==> config.mk <==
export PLATFORM = sky130hd
export DESIGN_NAME = systolic_matmul_engine_flat
export DESIGN_NICKNAME = d
export VERILOG_FILES = /design/src/rtl/systolic_matmul_engine_if.sv /design/src/rtl/systolic_matmul_engine.sv /design/src/flat_wrapper.sv
export SDC_FILE = /design/constraint.sdc
export NUM_CORES = 2
export LEC_CHECK = 0
export CAP_MARGIN = 20
export CORE_MARGIN = 4
export CORE_UTILIZATION = 60
export CTS_CLUSTER_SIZE = 25
export DETAILED_ROUTE_END_ITERATION = 12
export PLACE_DENSITY_LB_ADDON = 0.05
export REMOVE_ABC_BUFFERS = 1
export SYNTH_ARGS = -nofsm -noshare
export SYNTH_HDL_FRONTEND = slang
export SYNTH_SLANG_ARGS = --single-unit
==> constraint.sdc <==
create_clock -name clk -period 39.4 [get_ports clk]
set_input_delay 3.94 -clock clk [delete_from_list [all_inputs] [get_ports clk]]
set_output_delay 3.94 -clock clk [all_outputs]
set_load 0.01 [all_outputs]
==> src/rtl/systolic_matmul_engine_if.sv <==
// Streaming job interface of the systolic matrix-multiply engine.
// master: the NPU controller side; slave: the engine.
interface systolic_matmul_engine_if #(
  parameter int ROWS         = 4,
  parameter int COLS         = 4,
  parameter int DATA_WIDTH   = 8,
  parameter int RESULT_WIDTH = 32,
  parameter int K_MAX        = 16
);
  localparam int KW = $clog2(K_MAX + 1);

  logic                                start;
  logic [KW-1:0]                       k_len;
  logic                                a_valid;
  logic [ROWS*DATA_WIDTH-1:0]          a_col;
  logic                                b_valid;
  logic [COLS*DATA_WIDTH-1:0]          b_row;
  logic                                a_ready;
  logic                                b_ready;
  logic                                busy;
  logic                                done;
  logic                                result_valid;
  logic [ROWS*COLS*RESULT_WIDTH-1:0]   result;

  modport master (
    output start, k_len, a_valid, a_col, b_valid, b_row,
    input  a_ready, b_ready, busy, done, result_valid, result
  );

  modport slave (
    input  start, k_len, a_valid, a_col, b_valid, b_row,
    output a_ready, b_ready, busy, done, result_valid, result
  );
endinterface

==> src/rtl/systolic_matmul_engine.sv <==
// Output-stationary systolic engine computing C = A x B (ROWS x K by K x COLS).
// Unskewed A columns / B rows are skewed internally; each PE accumulates in place.
// Build option: define SYSTOLIC_SIGNED_EN for two's-complement operands
// (products sign-extended); otherwise operands are unsigned.
module systolic_matmul_engine #(
  parameter int ROWS         = 4,
  parameter int COLS         = 4,
  parameter int DATA_WIDTH   = 8,
  parameter int RESULT_WIDTH = 32,
  parameter int K_MAX        = 16
) (
  input  logic                     clk,
  input  logic                     rst,
  systolic_matmul_engine_if.slave  bus
);
  localparam int KW         = $clog2(K_MAX + 1);
  localparam int DRAIN_LAST = ROWS + COLS - 1;
  localparam int DCW        = $clog2(ROWS + COLS);

  typedef enum logic [1:0] {S_IDLE, S_LOAD, S_DRAIN, S_DONE} state_t;

  state_t           r_state;
  logic [KW-1:0]    r_k;
  logic [KW-1:0]    r_beat;
  logic [DCW-1:0]   r_drain;
  logic             r_ready;
  logic             r_busy;
  logic             r_done;
  logic             r_result_valid;

  logic             w_beat;
  logic             w_clear;
  logic [KW-1:0]    w_k_clamp;
  logic [DATA_WIDTH-1:0] w_a_in [ROWS][COLS];
  logic [DATA_WIDTH-1:0] w_b_in [ROWS][COLS];
  logic [ROWS*COLS*RESULT_WIDTH-1:0] w_result;

  assign w_beat    = (r_state == S_LOAD) && bus.a_valid && bus.b_valid;
  assign w_clear   = (r_state == S_IDLE) && bus.start;
  assign w_k_clamp = (bus.k_len > KW'(K_MAX)) ? KW'(K_MAX) : bus.k_len;

  // Job FSM with registered handshake/status outputs.
  always_ff @(posedge clk or posedge rst) begin
    if (rst) begin
      r_state        <= S_IDLE;
      r_k            <= '0;
      r_beat         <= '0;
      r_drain        <= '0;
      r_ready        <= 1'b0;
      r_busy         <= 1'b0;
      r_done         <= 1'b0;
      r_result_valid <= 1'b0;
    end else begin
      r_done <= 1'b0;
      case (r_state)
        S_IDLE: begin
          if (bus.start) begin
            r_k            <= w_k_clamp;
            r_beat         <= '0;
            r_busy         <= 1'b1;
            r_result_valid <= 1'b0;
            if (w_k_clamp == '0) begin
              // Empty job: jump to the last drain count so done lands one edge after start.
              r_state <= S_DRAIN;
              r_drain <= DCW'(DRAIN_LAST);
            end else begin
              r_state <= S_LOAD;
              r_ready <= 1'b1;
            end
          end
        end
        S_LOAD: begin
          if (w_beat) begin
            if (r_beat == r_k - KW'(1)) begin
              r_state <= S_DRAIN;
              r_drain <= '0;
              r_ready <= 1'b0;
            end else begin
              r_beat <= r_beat + KW'(1);
            end
          end
        end
        S_DRAIN: begin
          if (r_drain == DCW'(DRAIN_LAST)) begin
            r_state        <= S_DONE;
            r_done         <= 1'b1;
            r_result_valid <= 1'b1;
          end else begin
            r_drain <= r_drain + DCW'(1);
          end
        end
        default: begin
          r_state <= S_IDLE;
          r_busy  <= 1'b0;
        end
      endcase
    end
  end

  genvar gi, gj;

  // Row skew: A element i is delayed i cycles behind the input capture stage.
  for (gi = 0; gi < ROWS; gi++) begin : g_a_skew
    logic [DATA_WIDTH-1:0] r_stage [0:gi];
    // Capture accepted A beats (zero on bubbles) and shift down the skew line.
    always_ff @(posedge clk or posedge rst) begin
      if (rst) begin
        for (int s = 0; s <= gi; s++) r_stage[s] <= '0;
      end else begin
        r_stage[0] <= w_beat ? bus.a_col[gi*DATA_WIDTH +: DATA_WIDTH] : '0;
        for (int s = 1; s <= gi; s++) r_stage[s] <= r_stage[s-1];
      end
    end
    assign w_a_in[gi][0] = r_stage[gi];
  end

  // Column skew: B element j is delayed j cycles behind the input capture stage.
  for (gj = 0; gj < COLS; gj++) begin : g_b_skew
    logic [DATA_WIDTH-1:0] r_stage [0:gj];
    // Capture accepted B beats (zero on bubbles) and shift down the skew line.
    always_ff @(posedge clk or posedge rst) begin
      if (rst) begin
        for (int s = 0; s <= gj; s++) r_stage[s] <= '0;
      end else begin
        r_stage[0] <= w_beat ? bus.b_row[gj*DATA_WIDTH +: DATA_WIDTH] : '0;
        for (int s = 1; s <= gj; s++) r_stage[s] <= r_stage[s-1];
      end
    end
    assign w_b_in[0][gj] = r_stage[gj];
  end

  // PE grid: multiply-accumulate in place, pass A east and B south.
  for (gi = 0; gi < ROWS; gi++) begin : g_row
    for (gj = 0; gj < COLS; gj++) begin : g_pe
      logic [RESULT_WIDTH-1:0] r_acc;
      logic [RESULT_WIDTH-1:0] w_prod;
`ifdef SYSTOLIC_SIGNED_EN
      logic signed [2*DATA_WIDTH-1:0] w_full;
      assign w_full = $signed(w_a_in[gi][gj]) * $signed(w_b_in[gi][gj]);
`else
      logic [2*DATA_WIDTH-1:0] w_full;
      assign w_full = w_a_in[gi][gj] * w_b_in[gi][gj];
`endif
      assign w_prod = RESULT_WIDTH'(w_full);

      // Accumulator: cleared by an accepted start, otherwise wraps on overflow.
      always_ff @(posedge clk or posedge rst) begin
        if (rst)          r_acc <= '0;
        else if (w_clear) r_acc <= '0;
        else              r_acc <= r_acc + w_prod;
      end
      assign w_result[(gi*COLS+gj)*RESULT_WIDTH +: RESULT_WIDTH] = r_acc;

      if (gj < COLS - 1) begin : g_fwd_a
        logic [DATA_WIDTH-1:0] r_a;
        // Forward A operand to the east neighbour.
        always_ff @(posedge clk or posedge rst) begin
          if (rst) r_a <= '0;
          else     r_a <= w_a_in[gi][gj];
        end
        assign w_a_in[gi][gj+1] = r_a;
      end

      if (gi < ROWS - 1) begin : g_fwd_b
        logic [DATA_WIDTH-1:0] r_b;
        // Forward B operand to the south neighbour.
        always_ff @(posedge clk or posedge rst) begin
          if (rst) r_b <= '0;
          else     r_b <= w_b_in[gi][gj];
        end
        assign w_b_in[gi+1][gj] = r_b;
      end
    end
  end

  assign bus.a_ready      = r_ready;
  assign bus.b_ready      = r_ready;
  assign bus.busy         = r_busy;
  assign bus.done         = r_done;
  assign bus.result_valid = r_result_valid;
  assign bus.result       = w_result;
endmodule

==> src/flat_wrapper.sv <==
// flat-port wrapper written by rule: the top's interface ports become plain ports
module systolic_matmul_engine_flat 
#(
  parameter int ROWS         = 4,
  parameter int COLS         = 4,
  parameter int DATA_WIDTH   = 8,
  parameter int RESULT_WIDTH = 32,
  parameter int K_MAX        = 16
)
  (clk, rst, bus_start, bus_k_len, bus_a_valid, bus_a_col, bus_b_valid, bus_b_row, bus_a_ready, bus_b_ready, bus_busy, bus_done, bus_result_valid, bus_result);
  systolic_matmul_engine_if #(.ROWS(ROWS), .COLS(COLS), .DATA_WIDTH(DATA_WIDTH), .RESULT_WIDTH(RESULT_WIDTH), .K_MAX(K_MAX)) bus_i ();
  input  logic clk;
  input  logic rst;
  input wire logic [$bits(bus_i.start)-1:0] bus_start;
  input wire logic [$bits(bus_i.k_len)-1:0] bus_k_len;
  input wire logic [$bits(bus_i.a_valid)-1:0] bus_a_valid;
  input wire logic [$bits(bus_i.a_col)-1:0] bus_a_col;
  input wire logic [$bits(bus_i.b_valid)-1:0] bus_b_valid;
  input wire logic [$bits(bus_i.b_row)-1:0] bus_b_row;
  output wire logic [$bits(bus_i.a_ready)-1:0] bus_a_ready;
  output wire logic [$bits(bus_i.b_ready)-1:0] bus_b_ready;
  output wire logic [$bits(bus_i.busy)-1:0] bus_busy;
  output wire logic [$bits(bus_i.done)-1:0] bus_done;
  output wire logic [$bits(bus_i.result_valid)-1:0] bus_result_valid;
  output wire logic [$bits(bus_i.result)-1:0] bus_result;
  assign bus_i.start = bus_start;
  assign bus_i.k_len = bus_k_len;
  assign bus_i.a_valid = bus_a_valid;
  assign bus_i.a_col = bus_a_col;
  assign bus_i.b_valid = bus_b_valid;
  assign bus_i.b_row = bus_b_row;
  assign bus_a_ready = bus_i.a_ready;
  assign bus_b_ready = bus_i.b_ready;
  assign bus_busy = bus_i.busy;
  assign bus_done = bus_i.done;
  assign bus_result_valid = bus_i.result_valid;
  assign bus_result = bus_i.result;
  systolic_matmul_engine #(.ROWS(ROWS), .COLS(COLS), .DATA_WIDTH(DATA_WIDTH), .RESULT_WIDTH(RESULT_WIDTH), .K_MAX(K_MAX)) u_core (.clk(clk), .rst(rst), .bus(bus_i));
endmodule
==> flow_metrics.tcl <==
set metrics [dict create \
    worstSetupPathType "input port to async pin" \
    routed_via_density 5.373 \
    fin_crit_sh_pct 18.15 \
    dp.cells 9635 \
    yosysTopAreaCell "dfrtp_1" \
    wl_met3_um 10710 \
    dr.pass1.iters 7 \
    wl_met1_um 72860 \
    syn_to_final_growth_pct 15.29 \
    antenna_left 0 \
    hold_end "u_core.g_b_skew[3].r_stage[17]$_DFF_PP0_" \
    mostFrequentLayoutCells "inv_1, dfrtp_1, fa_1" \
    nFillCells 9485 \
    regArea_um2 22100 \
    synth_cell_types 90 \
    cp_slowest_cell "buf_4" \
    grt_pass1_wl_um 291000 \
    hold_start "u_core.g_b_skew[3].r_stage[25]$_DFF_PP0_" \
    drive_gt1_share_pct 3.058 \
    cp.required_ns 40.14 \
    htreeDepth 3 \
    crit_family "buffers and inverters" \
    sequentialPowerShare_pct 37.5 \
    setup-tns-final_ns 0 \
    ys_ff_latch 883 \
    cts_setup_buffers 0 \
    switchingPower_w 0.001122 \
    r2r-start "u_core.g_row[0].g_pe[0].g_fwd_b.r_b[0]$_DFF_PP0_" \
    whs_path_depth 0 \
    syn-cell-area_um2 72680 \
    synthFlopType "dfrtp_1" \
    numCtsBuffers 101 \
    fin_ws_ns 32.25 \
    cp_max_fo 95 \
    synth-edff-count 0 \
    crit_top_cell "buf_4" \
    yosysWarnings 0 \
    drcViolationCount 0 \
    grt_util_all_layers_pct 28.51 \
    fmax_ghz 0.1398 \
    portBuffers 590 \
    crit_cells 6 \
    crit_buf_inv 6 \
    cts.clk_slew.worst_paths_ns 0.06 \
    holdWs_ns 0.3424 \
    slew_headroom_pct 30.21 \
    worstPathArrival_ns 7.89 \
    core_area_um2 120100 \
    power_per_cell_area_nw_per_um2 37.66 \
    dieArea_um2 126800 \
    worst_pin_slew_ns 1.047 \
    period_needed_ns 7.153 \
    fin_nets 9664 \
    hp-class "flop to flop" \
    rsz0062_at_grt "no" \
    routedWlPerCell_um 17.86 \
    skew_ns 0.02589 \
    clkLatencyLatePin_ns 0.72 \
    path_cells "clkdlybuf4s50_1, inv_8, buf_4, buf_4, buf_4, buf_4" \
    synthArstFlopShare_pct 100.0 \
    die_h_um 356.0 \
    die_x_um 356.0 \
    synth_top_area_share_pct 30.40 \
    post_cts_resized 0 \
    cp_slowest_stage_delay_ns 0.75 \
    final_common_cell "inv_1" \
    dp_slack_ns 31.31 \
    setup_viol 0 \
    clkPwrFrac_pct 31.5 \
    holdBufCountCts 0 \
    reg2reg_setup_slack_ns 33.76 \
    power_frac_comb_pct 31.0 \
    wl_met2_um 85990 \
    r2r_end "u_core.g_row[1].g_pe[0].r_acc[26]$_DFF_PP0_" \
    io_pins 591 \
    cts_tree "done" \
    antenna_found_initial 0 \
    total_leakage_power_nw 43.97 \
    hold_viol 0 \
    stdcell_count 9823 \
    drt-initial-drc-count 3002 \
    netlist_top_cells_area "dfrtp_1, fa_1, ha_1, inv_1, and2_1" \
    highest_layer "met4" \
    initial_core_util_pct 60.50 \
    cts-root-buf "clkbuf_16" \
    worstRegToRegCells 17 \
    multiInputGateArea_um2 44050 \
    postSynthCellCount 7542 \
    max_cap_viol_count 0 \
    routed_wl_um 175400 \
    post_synth.cell_area_avg_um2 9.636 \
    p_sw_share_pct 35.55 \
    grt_max_degree 144 \
    p_int_w 0.002034 \
    grt_pass1_vias 55727 \
    vias 52780 \
    dp_hpwl_um 136600 \
    place_congestion 0.9167 \
    vdd_drop_max_v 0.00004295 \
    clock-sinks 883 \
    ys_seq_area_share_pct 30.40 \
    cp-end-kind "async pin" \
    status "complete, no violations" \
    grt-ovfl-total 0 \
    clockBufferDepth 3 \
    report.final.slew_viol_count 0 \
    cp-start-kind "input port" \
    rows 127 \
]
-- sequential cells by signal, summed over array words and instances (netlist names), 2 cells and up --
signal	cells
u_core.r_state	2
u_core.r_drain	3
u_core.r_beat	5
u_core.g_row.g_pe.g_fwd_b.r_b	96
u_core.g_row.g_pe.g_fwd_a.r_a	96
u_core.r_k	5
u_core.g_row.g_pe.r_acc	512
u_core.g_a_skew.r_stage	80
u_core.g_b_skew.r_stage	80
-- worst max path at each step --
stage	startpoint	to	slack [ns]
2_1_floorplan	rst	u_core.bus.a_ready$_DFFE_PP0P_	10.64
3_3_place_gp	rst	u_core.g_row[2].g_pe[3].r_acc[2]$_DFF_PP0_	31.32
3_5_place_dp	rst	u_core.g_row[2].g_pe[3].r_acc[4]$_DFF_PP0_	31.31
4_1_cts	rst	u_core.g_row[2].g_pe[3].r_acc[10]$_DFF_PP0_	32.08
5_1_grt	rst	u_core.g_row[2].g_pe[3].r_acc[10]$_DFF_PP0_	31.65
6_report	rst	u_core.g_row[2].g_pe[3].r_acc[11]$_DFF_PP0_	32.25
-- logic make-up after synthesis --
group           count (synthesis)  share of synthesized area (%)
mux                            21                         0.2944
fa+ha+maj                    1464                          33.47
xor+xnor                      255                          3.073
buf+inv                      1737                          9.007
simple gates                 2379                          16.65
flops                         883                          30.40
compound gates                803                          7.108
-- cell usage after synthesis (12+ instances only) --
cell type,n
dfrtp_1,883
clkbuf_1,113
a211oi_1,50
and3_1,76
nor2b_1,55
o31ai_1,36
a31oi_1,18
nand3_1,95
xnor2_1,122
mux2i_1,18
fa_1,800
o21ai_1,15
a211o_1,12
and2_1,721
or2_2,13
nand2b_1,46
or3_1,69
o31a_1,12
and4_1,15
a21oi_1,236
xor2_1,133
or4_1,23
inv_1,1606
ha_1,664
nand4_1,45
nor3_1,104
o21ai_0,180
o21a_1,49
o21bai_1,22
o211ai_1,27
a21o_1,70
nand2_1,669
nor2_1,406
-- metal layers --
layer | global-route usage (%) | vias to the layer above
met1 | 37.00 | 26609
met5 | 0 | -
met2 | 48.65 | 1206
met3 | 5.584 | 304
met4 | 8.722 | 0
li1 | - | 24661
-- per-stage QoR --
stage / area [um^2] / utilization (%) / power [W]
finish: 83790 / 69.75 / 0.003155
global route: 83790 / 69.75 / 0.003369
CTS: 83790 / 69.75 / 0.003190
detailed placement: 80280 / 66.82 / 0.002180
global placement: 80280 / 66.82 / 0.002151
floorplan: 72160 / - / 0.001737
-- power groups by stage --
stage / Clock (W) / Sequential [W] / Combinational (W)
final: 0.000994 / 0.00118 / 0.000977
after global routing: 0.00105 / 0.00120 / 0.00112
after CTS: 0.00101 / 0.00118 / 0.000992
after detailed placement: 0 / 0.00120 / 0.000981
after global placement: 0 / 0.00120 / 0.000953
after floorplan: 0 / 0.00117 / 0.000570
-- final cells by class --
cell class | instances | share of cell area, %
clock buffer | 129 | 3.372
sequential | 883 | 26.37
multi-input combinational | 4922 | 52.57
clock inverter | 57 | 0.8168
timing repair buffer | 611 | 7.251
inverter | 1607 | 7.208
tap | 1612 | 2.407
antenna | 2 | 0.005973
(Power assumes the default switching activity.)
==> RTL change: new RTL, same flow settings <==
Reset style: synchronous (`rst`), changed in 6 clocked blocks.
--- a/src/rtl/systolic_matmul_engine.sv
+++ b/src/rtl/systolic_matmul_engine.sv
@@ -42,3 +42,3 @@
   // Job FSM with registered handshake/status outputs.
-  always_ff @(posedge clk or posedge rst) begin
+  always_ff @(posedge clk) begin
     if (rst) begin
@@ -105,3 +105,3 @@
     // Capture accepted A beats (zero on bubbles) and shift down the skew line.
-    always_ff @(posedge clk or posedge rst) begin
+    always_ff @(posedge clk) begin
       if (rst) begin
@@ -120,3 +120,3 @@
     // Capture accepted B beats (zero on bubbles) and shift down the skew line.
-    always_ff @(posedge clk or posedge rst) begin
+    always_ff @(posedge clk) begin
       if (rst) begin
@@ -146,3 +146,3 @@
       // Accumulator: cleared by an accepted start, otherwise wraps on overflow.
-      always_ff @(posedge clk or posedge rst) begin
+      always_ff @(posedge clk) begin
         if (rst)          r_acc <= '0;
@@ -156,3 +156,3 @@
         // Forward A operand to the east neighbour.
-        always_ff @(posedge clk or posedge rst) begin
+        always_ff @(posedge clk) begin
           if (rst) r_a <= '0;
@@ -166,3 +166,3 @@
         // Forward B operand to the south neighbour.
-        always_ff @(posedge clk or posedge rst) begin
+        always_ff @(posedge clk) begin
           if (rst) r_b <= '0;
Behaviour: not the same (Yosys sat finds a counterexample within 4 cycles, from zero or initial values and one cycle with rst high; the reset may be asserted at any time).
==> RTL change against the unedited design <==
- sequential cell count stayed put
- non-clock buffer count down 5
- final cell count up 0.96%
- synthesized area fell by 3.9%
- setup slack worse by 0.25 ns
- design area decreased by 3.6%
- core utilization grew 0.49 points
- critical path depth is 1 higher
- routed wire length shrank 5.1%
- synthesized cell count grew 3.2%
- first-iteration DRC count shrank 13%
- largest cell class unchanged
Power is not compared: it rests on default switching activity, and its combinational part moved more than twofold at a synthesized area within 25%.
==> RTL change: results (changes against the unedited design) <==
run_status:
  run_status: "complete, no violations"  # unchanged
synth:
  muxShareOfSynthArea: 0.001003  # was 0.002944
  synth_compound_area_frac: 0.07057  # was 0.07108
  synthAdderAreaFrac: 0.3483  # was 0.3347
  synth.distinct_cells: 89  # was 90
  synthFlopType: "dfxtp_1"  # was dfrtp_1
  synthTopCellsByArea: "dfxtp_1 25%, fa_1 23%, ha_1 12%, inv_1 8.4%, and2_1 6.2%"  # was dfrtp_1 30%, fa_1 22%, ha_1 11%, inv_1 8.3%, and2_1 6.2%
hold_path:
  hold-path-cell-count: 1  # was 0
  hp-start: "u_core.g_b_skew[3].r_stage[1][7]$_SDFF_PP0_"  # was u_core.g_b_skew[3].r_stage[25]$_DFF_PP0_
finish:
  multi_input_cells: 5162  # was 4922
  clock_area_frac: 0.04518  # was 0.04189
  n_clock_buffer: 147  # was 129
  buffer_area_frac: 0.07465  # was 0.07251
setup_path:
  r2r_end: "u_core.g_row[1].g_pe[0].r_acc[21]$_SDFF_PP0_"  # was u_core.g_row[1].g_pe[0].r_acc[26]$_DFF_PP0_
placed_design:
  pre_cts_ws_ns: 31.31  # about the same
detailed_routing:
  m1WireLength_mm: 68.45  # was 72.86 mm
  drt_iter0_drc: 2604  # was 3002
  wl_met2_mm: 80.15  # was 85.99 mm
  avgRoutedWirePerCell_um: 16.78  # was 17.86 um
  post_drt_via_cell_ratio: 5.257  # was 5.373
grt:
  antenna_found_initial: 7  # was 0
  grtUsageMet3: 0.06644  # was 0.05584
  grt_max_degree: 98  # was 144
  use_met1: 0.3449  # was 0.3700
  use_met2: 0.4760  # was 0.4865
sta:
  setup_slack_ns: 32.00  # was 32.25 ns
  finalClockSkew_ns: 0.02577  # was 0.02589 ns
cts:
  clk_latency_ns: 0.69  # was 0.72 ns
RTL change: changes by cell type after synthesis, moves of 33 or more:
cell / unedited run / this run
dfrtp_1: 883 / 0
dfxtp_1: 0 / 883
nor2b_1: 55 / 352
clkbuf_1: 113 / 162
nor2_1: 406 / 453
inv_1: 1606 / 1563
nor3_1: 104 / 71
xnor2_1: 122 / 155
RTL change: metrics by stage:
stage | cell area [um2] | hold WS [ns] | utilization | power, mW
2_1_floorplan | 69150 | 0.4138 | - | 0.9862
3_3_place_gp | 77080 | 0.4167 | 0.6704 | 1.038
3_5_place_dp | 77090 | 0.4212 | 0.6705 | 1.040
4_1_cts | 80730 | 0.4334 | 0.7022 | 2.065
5_1_grt | 80740 | 0.4462 | 0.7023 | 2.109
6_report | 80750 | 0.4320 | 0.7024 | 2.039
